## src/rtl/ctrl_carga_elevador_pkg.sv

```systemverilog
// Shared definitions for the elevator load/unload sequencer.
// Holds the state encoding, the default sizing and the floor width.
package ctrl_carga_elevador_pkg;
    localparam int LARG_ANDAR        = 2;
    localparam int NUM_ANDARES       = 4;
    localparam int CAPACIDADE_PADRAO = 8;
    localparam int T_PORTA_PADRAO    = 6;

    typedef enum logic [2:0] {
        OCIOSO   = 3'd0,
        DESCARGA = 3'd1,
        CARGA    = 3'd2,
        ESCRITA  = 3'd3,
        FECHA    = 3'd4
    } estado_t;
endpackage

```

## src/rtl/ctrl_carga_elevador_contador.sv

```systemverilog
// Per-destination object counters for the elevator cargo.
// Derives occupancy and the full/empty/has-cargo flags.
module contador_destinos
    import ctrl_carga_elevador_pkg::*;
#(
    parameter int CAPACIDADE = CAPACIDADE_PADRAO
) (
    input  logic                  clk,
    input  logic                  clear,
    input  logic                  inc,
    input  logic [LARG_ANDAR-1:0] inc_idx,
    input  logic                  clr,
    input  logic [LARG_ANDAR-1:0] clr_idx,
    output logic [3:0]            ocupacao,
    output logic [3:0]            tem_carga,
    output logic                  cheio,
    output logic                  vazio
);
    logic [3:0] cnt [NUM_ANDARES];

    // The controller never increments and clears the same floor together.
    always_ff @(posedge clk) begin
        if (clear) begin
            for (int unsigned f = 0; f < NUM_ANDARES; f++) begin
                cnt[f] <= '0;
            end
        end else begin
            for (int unsigned f = 0; f < NUM_ANDARES; f++) begin
                if (clr && clr_idx == LARG_ANDAR'(f)) begin
                    cnt[f] <= '0;
                end else if (inc && inc_idx == LARG_ANDAR'(f)) begin
                    cnt[f] <= cnt[f] + 4'd1;
                end
            end
        end
    end

    always_comb begin
        ocupacao  = '0;
        tem_carga = '0;
        for (int unsigned f = 0; f < NUM_ANDARES; f++) begin
            ocupacao     = ocupacao + cnt[f];
            tem_carga[f] = (cnt[f] != '0);
        end
    end

    assign cheio = (ocupacao == 4'(CAPACIDADE));
    assign vazio = (ocupacao == '0);
endmodule

```

## src/rtl/ctrl_carga_elevador.sv

```systemverilog
// Load/unload sequencer for the elevator content RAM: unload on arrival,
// door-open load window with valid/ack handshake, then release the car.
module ctrl_carga_elevador
    import ctrl_carga_elevador_pkg::*;
#(
    parameter int CAPACIDADE = CAPACIDADE_PADRAO,
    parameter int T_PORTA    = T_PORTA_PADRAO
) (
    input  logic       clk,
    input  logic       clear,
    input  logic       chegou_andar,
    input  logic [1:0] andar_atual,
    input  logic       req_carga,
    input  logic [1:0] req_tipo,
    input  logic [1:0] req_destino,
    output logic       ack_carga,
    output logic       rejeita,
    output logic       weT,
    output logic [1:0] out_tipo,
    output logic [1:0] out_destino,
    output logic       tira_objetos,
    output logic       porta_aberta,
    output logic       pronto,
    output logic [3:0] ocupacao,
    output logic       cheio,
    output logic       vazio,
    output logic [3:0] tem_carga
);
    localparam int LARG_TIMER = $clog2(T_PORTA + 1);

    estado_t               estado;
    logic [1:0]            andar_reg;
    logic [LARG_TIMER-1:0] timer;
    logic                  inc;
    logic                  clr;

    assign inc = (estado == ESCRITA);
    assign clr = (estado == DESCARGA);

    contador_destinos #(.CAPACIDADE(CAPACIDADE)) u_contador (
        .clk       (clk),
        .clear     (clear),
        .inc       (inc),
        .inc_idx   (out_destino),
        .clr       (clr),
        .clr_idx   (andar_reg),
        .ocupacao  (ocupacao),
        .tem_carga (tem_carga),
        .cheio     (cheio),
        .vazio     (vazio)
    );

    always_ff @(posedge clk) begin
        if (clear) begin
            estado       <= OCIOSO;
            andar_reg    <= '0;
            timer        <= '0;
            ack_carga    <= 1'b0;
            rejeita      <= 1'b0;
            weT          <= 1'b0;
            tira_objetos <= 1'b0;
            porta_aberta <= 1'b0;
            pronto       <= 1'b0;
            out_tipo     <= '0;
            out_destino  <= '0;
        end else begin
            ack_carga    <= 1'b0;
            rejeita      <= 1'b0;
            weT          <= 1'b0;
            tira_objetos <= 1'b0;
            pronto       <= 1'b0;
            case (estado)
                OCIOSO: begin
                    porta_aberta <= 1'b0;
                    // Unload decision is taken on the arrival edge so the strobe
                    // coincides with the DESCARGA cycle that clears the counter.
                    if (chegou_andar) begin
                        andar_reg    <= andar_atual;
                        tira_objetos <= tem_carga[andar_atual];
                        estado       <= DESCARGA;
                    end
                end
                DESCARGA: begin
                    timer        <= '0;
                    porta_aberta <= 1'b1;
                    estado       <= CARGA;
                end
                CARGA: begin
                    if (req_carga && req_destino == andar_reg) begin
                        rejeita <= 1'b1;
                        timer   <= '0;
                    end else if (req_carga && !cheio) begin
                        ack_carga   <= 1'b1;
                        out_tipo    <= req_tipo;
                        out_destino <= req_destino;
                        estado      <= ESCRITA;
                    end else if (cheio || timer == LARG_TIMER'(T_PORTA - 1)) begin
                        porta_aberta <= 1'b0;
                        pronto       <= 1'b1;
                        estado       <= FECHA;
                    end else begin
                        timer <= timer + LARG_TIMER'(1);
                    end
                end
                ESCRITA: begin
                    weT    <= 1'b1;
                    timer  <= '0;
                    estado <= CARGA;
                end
                FECHA: begin
                    estado <= OCIOSO;
                end
                default: begin
                    porta_aberta <= 1'b0;
                    estado       <= OCIOSO;
                end
            endcase
        end
    end
endmodule

```

## config.mk

```make
export PLATFORM = sky130hd
export DESIGN_NAME = ctrl_carga_elevador
export DESIGN_NICKNAME = d
export VERILOG_FILES = /design/src/rtl/ctrl_carga_elevador_pkg.sv /design/src/rtl/ctrl_carga_elevador_contador.sv /design/src/rtl/ctrl_carga_elevador.sv
export SDC_FILE = /design/constraint.sdc
export NUM_CORES = 1
export LEC_CHECK = 0
export ABC_AREA = 1
export ABC_CLOCK_PERIOD_IN_PS = 6700
export CAP_MARGIN = 5
export CORE_MARGIN = 4
export CORE_UTILIZATION = 58
export DETAILED_ROUTE_END_ITERATION = 7
export PLACE_DENSITY = 0.81
export SETUP_SLACK_MARGIN = 0.4
export SYNTH_ARGS = -nofsm -noshare
export SYNTH_HDL_FRONTEND = slang
export SYNTH_SLANG_ARGS = --single-unit
```

## constraint.sdc

```tcl
create_clock -name clk -period 6.7 [get_ports clk]
set_input_delay 1.34 -clock clk [delete_from_list [all_inputs] [get_ports clk]]
set_output_delay 1.34 -clock clk [all_outputs]
set_load 0.01 [all_outputs]
```

* Word level (Yosys, flattened, before mapping)
Memories as Yosys holds them, arrays and structs flattened.
Cells that the tools add are included.
** Cells by class
- $add $sub $neg :: 8
- Magnitude comparators :: 1
- Equality and inequality tests :: 20
- Multiplexer cells :: 57
- Bitwise operators :: 13
- Reductions and logical operators :: 32
** Operator list (number)
- $mux W1 :: 38
- $mux W4 :: 8
- $mux W3 :: 7
- $add A4 B1 Y4 const B :: 4
- $reduce_bool A4 Y1 :: 4
- $add A4 B4 Y4 :: 3
- $logic_and A1 B1 Y1 :: 10
- $ne A3 B3 Y1 const B :: 3
- $pmux W3 S3 :: 1
- $reduce_and A3 Y1 :: 3
- $eq A2 B2 Y1 const B :: 4
- $ne A2 B2 Y1 const B :: 4
- $or A1 B1 Y1 :: 8
- $eq A3 B2 Y1 const B :: 2
- $eq A3 B3 Y1 const B :: 2
- $pmux W3 S2 :: 1
- $reduce_or A2 Y1 :: 3
- $reduce_or A3 Y1 :: 2
- $not A1 Y1 :: 5
- $eq A2 B1 Y1 const B :: 2
- $eq A4 B4 Y1 const B :: 1
- $logic_not A2 Y1 :: 2
- $logic_not A4 Y1 :: 1
- $reduce_and A4 Y1 :: 1
- other kinds (12) :: 12
** Word-level totals
- Bits in registers :: 18
- Bits in writable memories :: 16
- Output and inout bits :: 20
- Word-level logic and storage cells :: 143
- Memories :: 1
** Memories
- u_contador.cnt :: words 4, width 4, rd ports 4, clocked after Yosys merged registers in 0, wr ports 4, line ctrl_carga_elevador_contador.sv:19 : logic [3:0] cnt [NUM_ANDARES];

* Longest topological paths before layout
Gate-level depths: netlist (run 1).
- Word-level depth :: 9
- Gate-level depth with buffers :: 18
- Depth with buffers taken out :: 18

* Modules after synthesis
From an unflattened synthesis (run 1), not the netlist that was laid out.
** Unflattened totals
- Cell total of the unflattened synthesis :: 269
- Area, all modules :: 2149.6 µm²
** By module, submodules not included
- contador_destinos :: times used 1, cells each 144, area each 1237.4 µm²
- ctrl_carga_elevador :: times used 1, cells each 125, area each 912.1 µm²

* Worst setup path after synthesis (run 1)
OpenSTA, ideal clock, no wires.
- Path kind :: register -> output
- Start point :: memory u_contador.cnt[3][1]
- End point :: output port vazio
- Arrival :: 2899 ps
- Required time :: 5360 ps
- Path slack :: 2461 ps
- Stages on the path, launching flop included :: 14
- Cell sequence :: edfxtp_1 fa_1 fa_1 ha_1 fa_1 nand2_1 nand2_1 nand2_2 inv_2 nor2_2 nand2_2 nand2_1 inv_1 nor4_1
** RTL lines
- start, declared :: line ctrl_carga_elevador_contador.sv:19
- end, declared :: line ctrl_carga_elevador.sv:26 : output logic vazio,

==> results of run 1 <==
power groups by stage:
stage	clock network (W)	logic, W	registers, W
floorplan	0	0.000211	0.000281
global placement	0	0.000303	0.000283
detailed placement	0	0.000310	0.000284
CTS	0.000116	0.000311	0.000279
global route	0.000127	0.000346	0.000283
finish	0.000112	0.000308	0.000279
worst paths after layout:
path / from / end / slack, ns / depth (start not counted)
min reg2reg: out_tipo[1] / out_tipo[1] / 0.46 / 2
max: u_contador.cnt[3][1] / vazio / 1.61 / 14
max reg2reg: u_contador.cnt[3][1] / estado[0] / 3.45 / 11
min: out_tipo[1] / out_tipo[1] / 0.46 / 2
cell families after synthesis:
kind of cell	Yosys count	synth area share (%)
and+or+nand+nor	119	28.2
AOI/OAI and AO/OA	23	7.42
adders and majority gates	18	12.9
buffers and inverters	41	7.90
DFF	34	40.2
xor gates and xnor gates	8	3.35
metal layers:
layer / routed length [µm] / global-route usage (%) / vias to the layer above
met4: 109 / 8.19 / 0
met1: 1720 / 21.5 / 736
met3: 178 / 6.08 / 12
li1: - / - / 852
met2: 2130 / 36.5 / 35
met5: 0 / 0 / -
stage by stage:
stage / instances / setup slack (ns) / power (W) / hold WS (ns) / cell area, µm²
final: 325 / 1.61 / 0.000699 / 0.461 / 2480
after global routing: 325 / 1.42 / 0.000757 / 0.485 / 2480
after CTS: 325 / 1.60 / 0.000706 / 0.466 / 2480
after detailed placement: 317 / 1.98 / 0.000594 / 0.453 / 2430
after global placement: 317 / 2.09 / 0.000586 / 0.448 / 2430
after floorplan: 243 / 2.46 / 0.000492 / 0.471 / 2090
synth_stat cells (all sizes together), types with 2 or more instances:
cell type   n
xor2        4
a21oi      11
o21ai       4
o311ai      4
dfxtp      18
nor3        3
nor2       37
inv        40
edfxtp     16
nand3      20
fa          6
xnor2       4
ha         12
nor4        2
nand2      54
tightest hold or removal path: cells and delay by family, from the launching register on:
family           cells  cell delay, ns
flip-flops           1            0.32
AO/OA/AOI/OAI        1            0.05
AND/OR/NAND/NOR      1            0.06
cell type report:
cell class	instances	area [µm²]
Multi-Input combinational cell	168	1080
Fill cell	277	931
Sequential cell	34	841
Timing Repair Buffer	29	290
Inverter	40	153
Tap cell	46	57.6
Clock buffer	6	51.3
Clock inverter	2	7.51
==> summary.md, run 1 <==
The worst hold path belongs to the class flop to flop. The run gives 243 as the synthesized netlist cell count. TritonCTS built the clock tree. u_contador.cnt holds more flip-flops than any other register. The vias per cell is 5.03. Total buffers and inverters traversed by the critical path: 3. The proportion of netlist area held by the largest area contributor is 23.0%. For the utilization of the core after routing, the log shows 72.7%. The H-tree depth reported by CTS came out at 2.

The final number of max-transition violations is 0, and the initial standard-cell utilization of the core is 61.2%. Routability-driven placement finished with a final weighted congestion of 0.834. The largest registers in the layout are u_contador.cnt x16, estado x3, timer x3. For this block, the routed nets add up to 4130 µm of wire.

Per report_power, the sequential group accounts for 39.9% of the total. The worst setup path is captured at a primary output. The internal power of the cells totals 0.000435 W.

The tools report the count of distinct cell types in the synthesized netlist as 34. In the layout the commonest cells are 46 x nand2_1, 33 x nor2_1, 32 x inv_1. In the routed design, unresolved DRC markers number 0. In this run, synthesis produced a sequential element count of 34.

Half-perimeter wire length of the detailed placement result: 3320 µm. After synthesis, the cell types taking the most area are edfxtp_1 23%, dfxtp_1 17%, nand2_1 8.3%. Setup repair after global routing left no endpoint under its margin. Number of design-rule violations left by the first detailed-router iteration: 65.

At the pin with the least slew margin, the transition time is 1.05 ns. For the overall die area, the log shows 4630 µm². The cell with the biggest individual delay on the critical path was fa_1. Among cell families on the critical path, the largest total delay comes from adder cells. Dividing the detail-routed wire length by the instance count gives 12.7 µm. The run gives 196 MHz as the maximum achievable frequency. The most common library cell in the layout ignoring fill and taps is nand2_1. Compared with the post-synthesis result, the final layout area differs by 18.9%. Measured along the y axis, the die boundary spans 68.0 µm.

The run gives 28.8% as the remaining max-slew budget at the tightest pin. The average instance area after synthesis is 8.60 µm². Total routing usage reported by global routing: 20.1%.

For the post-layout net count, the log shows 306. The first global-routing pass estimated 6870 µm of wire. The delay contributed by the slowest stage of the critical path was 0.58 ns. The count of buffers inserted at the top-level ports works out to 29. Setup violations remaining at the end of the flow were counted as 0. edfxtp_1 takes more of the synthesized area than any other cell.

Between clock sinks in the finished design, the worst skew comes to 0.00751 ns. The dominant synthesized flop cell is dfxtp_1. For the clock latency at the later pin of the worst-skew pair, the log shows 0.33 ns.

In this run, CTS created clock tree buffers numbering 5. For the setup total negative slack, the log shows 0 ns. The fraction of power spent switching nets was 37.8%; the count of cells resized by post-cts repair was 0. The die extent in x works out to 68.0 µm. Power spread over the standard cell area amounts to 281 nW/µm².

The library cell used as clock root buffer is clkbuf_4. The floorplan step defined a core boundary enclosing 3420 µm². For the power share of the clock group, the log shows 16.0%. In this run, post-CTS hold repair placed 0 buffers. VDD sags by at most 0.000177 V. In this run the worst path has a maximum fanout of 4.

The critical path goes through fa_1, fa_1, ha_1, fa_1, inv_1, nand2_1, nand2_1, nand2_2, nand2_1, nand2_1, nand2_1, inv_1, nor4_1, clkdlybuf4s50_1. The analysis attributes to cell leakage a power of 1.09 nW. The post-CTS repair timing setup buffer count was 0; the via count of the first global-routing pass was 1571. The number of nets produced by synthesis was 271; the number of flops mapped to enable cells by yosys was 16. After synthesis, the share of flip-flops with an asynchronous set or reset is 0%. The number of ports placed on the die boundary was 30; the final antenna diode count was 0. The tools report the number of detailed-route iterations in the first pass as 4. The number of flip-flops under the largest register name is 16, and the relative contribution of combinational cells to total power is 44.0%. During synthesis, Yosys emitted a total of 0 warnings. For this design the total switching power over the nets is 0.000264 W.

The number of hold violations in the final report came out at 0. Path type of the worst setup path: flop to primary output. The minimum clock period was 5.09 ns; the post-synth design cell area was 2090 µm². After global routing the overflow that remains totals 0. The run gives 34 as the number of sinks driven by the clock tree.

The final critical path takes up 76.0% of the cycle. The tools report the launching element type of the critical path as a flop. In this run the remaining antenna-violating nets after routing total 0. The tool flagged a number of max-cap violations equal to 0. The total number of vias is 1635, and the initial antenna violation count is 0. At the worst endpoint, the required time is 5.36 ns. Entering global routing, the biggest net connects 14 pins. The fraction of final layout cells sized beyond drive strength 1 came out at 11.8%.

The register area share after synthesis was 40.2%. For the arrival time at the worst endpoint, the log shows 3.75 ns. The cell repeated most along the worst path is nand2_1. The flow ran to the end, and the final reports show no timing, DRC or antenna violations. The clock passes through at most 2 buffers. After clock tree synthesis, the clock-pin slew on the worst setup and hold paths is 0.10 ns. The floorplan has 21 rows.
Power figures use the tool's default switching activity.
==> run 2, diff against run 1 <==
--- a/config.mk
+++ b/config.mk
@@ -6,12 +6,12 @@
 export NUM_CORES = 1
 export LEC_CHECK = 0
 export ABC_AREA = 1
-export ABC_CLOCK_PERIOD_IN_PS = 6700
+export ABC_CLOCK_PERIOD_IN_PS = 4600
 export CAP_MARGIN = 5
 export CORE_MARGIN = 4
-export CORE_UTILIZATION = 58
+export CORE_UTILIZATION = 49
 export DETAILED_ROUTE_END_ITERATION = 7
-export PLACE_DENSITY = 0.81
+export PLACE_DENSITY = 0.73
 export SETUP_SLACK_MARGIN = 0.4
 export SYNTH_ARGS = -nofsm -noshare
 export SYNTH_HDL_FRONTEND = slang
==> constraint.sdc (replaced) <==
create_clock -name clk -period 4.6 [get_ports clk]
set_input_delay 0.92 -clock clk [delete_from_list [all_inputs] [get_ports clk]]
set_output_delay 0.92 -clock clk [all_outputs]
set_load 0.01 [all_outputs]
==> run 2 against run 1 <==
Against the previous run:
- clock power is 100% higher
- sequential share of layout area is 1.0 points lower
- worst setup slack got worse by 1.1 ns
- first-iteration DRC count decreased by 18%
- via count rose by 1.2%
- hold slack improved by 0.00080 ns
- highest routed layer unchanged
==> summary.md, run 2 (synthesis gave the netlist of run 1 again) <==
Cell type group with the largest total delay on the critical path: adder cells (unchanged). The fraction of final layout cells sized beyond drive strength 1 was 15.9% (was 11.8%); the sum of routed wire length over all layers was 4270 µm (was 4130 µm). The count of buffers inserted at the top-level ports was 29 (unchanged).

Registers with the highest flip-flop counts: u_contador.cnt x16, estado x3, timer x3 (unchanged). The total power divided by cell area came out at 426 nW/µm² (was 281 nW/µm²). The largest register by flop count was u_contador.cnt (unchanged). The count of antenna-violating nets left after detailed routing was 0 (unchanged); the first-pass GRT wire length was 6870 µm (about the same). For the total number of placement rows, the log shows 23 (was 21). The tools report the total number of vias as 1655 (was 1635). For the initial standard-cell utilization of the core, the log shows 51.5% (was 61.2%). The tools report the placer's final routability congestion estimate as 0.797 (was 0.834). The tools report the type of destination of the critical path as a primary output (unchanged). The post-layout net count is 310 (was 306). The launching element type of the critical path was a flop (unchanged). The run gives 1110 µm² (was 1080 µm²) as the combined area of the multi-input logic cells.

The final antenna diode count is 0 (unchanged), and the slew at the pin closest to its max-slew limit is 1.10 ns (was 1.05 ns). The area growth from synthesis to layout is 22.5% (was 18.9%). The cell with the biggest individual delay on the critical path is fa_1 (unchanged). For the largest clock skew in the final design, the log shows 0.00660 ns (was 0.00751 ns). The class of the most critical hold timing path is flop to flop (unchanged). The residual DRC count came out at 0 (unchanged).

The number of detailed-route iterations in the first pass was 4 (unchanged); the post-route clock period utilization was 89.5%. The vias per cell is 4.97 (was 5.03). Area used by sequential logic in the layout: 841 µm² (unchanged). The logs give 4060 µm² (was 3420 µm²) for the placeable core area and 5 (unchanged) for the clock buffer count from CTS. Final setup violation count: 0 (unchanged). The tools report the setup total negative slack as 0 ns (unchanged). The path type of the worst setup path was flop to primary output (unchanged). Die extent in x: 73.3 µm (was 68.0 µm).

For the arrival time at the worst endpoint, the log shows 3.20 ns (was 3.75 ns). Setup repair after global routing could not meet its margin everywhere. The pin count of the biggest net entering global routing is 14 (unchanged).

The leakage power figure is 1.13 nW (was 1.09 nW), and the H-tree depth reported by CTS is 2 (unchanged). The number of ports placed on the die boundary is 30 (unchanged). The maximum achievable frequency came out at 243 MHz.

Buffer depth of the longest clock path: 2 (unchanged). Commonest non-fill, non-tap cells in the layout: 44 x nand2_1, 32 x inv_1, 32 x nor2_1 (was 46 x nand2_1, 33 x nor2_1, 32 x inv_1). Clock transition at the registers of the reported paths: 0.06 ns (was 0.10 ns).

The library cell used as clock root buffer is clkbuf_8 (was clkbuf_4). Worst voltage drop across the vdd grid: 0.000295 V (was 0.000177 V). List of cells traversed by the critical path: fa_1, fa_1, ha_1, fa_2, inv_1, nand2_1, nand2_2, nor2_2, nor2_2, nand2_2, nand2_1, inv_1, nor4_2, buf_2 (was fa_1, fa_1, ha_1, fa_1, inv_1, nand2_1, nand2_1, nand2_2, nand2_1, nand2_1, nand2_1, inv_1, nor4_1, clkdlybuf4s50_1).

Minimum clock period: 4.12 ns. The number of flip-flops under the largest register name is 16 (unchanged), and the number of fill cells is 362 (was 277). The logs give 25.9% (was 28.8%) for the remaining max-slew budget at the tightest pin and 3370 µm (was 3320 µm) for the half-perimeter wire length of the detailed placement result. The number of sinks driven by the clock tree is 34 (unchanged), and the delay contributed by the slowest stage of the critical path is 0.58 ns (about the same). The pre-CTS worst setup slack was 0.261 ns (was 1.98 ns); the total routing usage reported by global routing was 17.2% (was 20.1%).

Die outline height: 73.3 µm (was 68.0 µm). The utilization of the core after routing came out at 63.1% (was 72.7%). The total buffers and inverters traversed by the critical path was 3 (unchanged).

The final number of max-transition violations was 0 (unchanged); the detail-routed net length per standard cell was 12.8 µm (was 12.7 µm). The number of design-rule violations left by the first detailed-router iteration came out at 53 (was 65). The initial antenna violation count was 0 (unchanged); the top fanout value on the critical path was 2 (was 4). The most common library cell in the layout ignoring fill and taps was nand2_1 (unchanged). The clock latency at the later pin of the worst-skew pair came out at 0.29 ns (was 0.33 ns). The count of hold-fix buffers inserted at cts came out at 0 (unchanged). For the number of standard cells in the final layout excluding fillers, the log shows 333 (was 325). The tools report the total power consumption of the routed design as 0.00109 W (was 0.000699 W).

The via count of the first global-routing pass is 1554 (was 1571). TritonCTS built the clock tree. The tools report the post-layout worst setup margin as 0.481 ns (was 1.61 ns). The logs give 0 (unchanged) for the final global-route overflow total and 322 (was 317) for the total placed cells including tap cells.

The run gives 0 (unchanged) as the max-cap check violation count. The required time of the critical path came out at 3.68 ns (was 5.36 ns). The logs give 5380 µm² (was 4630 µm²) for the overall die area and 0 (unchanged) for the number of hold violations in the final report. The run finished with clean final reports.
[run 2: cell count changes in the layout (fill, tap and decap cells not counted), sizes merged]
cell,previous run,this run
buf,0,5
clkbuf,6,9
clkdlybuf4s50,29,26
clkinv,2,0
dlygate4sd2,0,1
[run 2: per-layer routing]
metal	up-vias	GRT usage, %	routed length [µm]
li1	859	-	-
met1	759	18.5	1780
met2	28	31.0	2260
met3	9	4.24	144
met4	0	8.45	84
met5	-	0	0
[run 2: cell type report]
class / instances / share of cell area [%]
clock buffers: 8 / 3.52
inverters: 40 / 5.96
multi-input cells: 168 / 43.2
flip-flops and latches: 34 / 32.8
well taps: 50 / 2.44
repair buffers: 33 / 12.1
[run 2: metrics by stage]
stage | hold slack, ns | instance area [µm²]
after floorplan | 0.471 | 2090
after global routing | 0.493 | 2560
after global placement | 0.453 | 2440
final | 0.462 | 2560
after detailed placement | 0.458 | 2440
after CTS | 0.466 | 2540
[run 2: path summary, 6_finish.rpt]
path / startpoint / end / slack [ns] / cells after the start
setup / recovery: u_contador.cnt[2][1] / vazio / 0.48 / 14
hold / removal: out_tipo[1] / out_tipo[1] / 0.46 / 2
setup reg to reg: u_contador.cnt[2][1] / estado[1] / 1.44 / 18
hold reg to reg: out_tipo[1] / out_tipo[1] / 0.46 / 2
[run 2: timing repair]
action                     4_1_cts  5_1_grt
buffers inserted                 2        1
pin swaps                        0        2
setup endpoints to repair        3        3
gates resized for setup          4       11
[run 2: power by group]
group | switching (W) | internal, W | leakage, nW | total (W)
Sequential | 0.0000423 | 0.000365 | 0.313 | 0.000407
Clock | 0.000102 | 0.000122 | 0.0455 | 0.000224
Combinational | 0.000260 | 0.000200 | 0.768 | 0.000461
[run 2: tightest hold or removal path, stage by stage (launching register included)]
cell and delay (ns):
dfxtp_1 0.31, nand2_1 0.06, a21oi_1 0.05
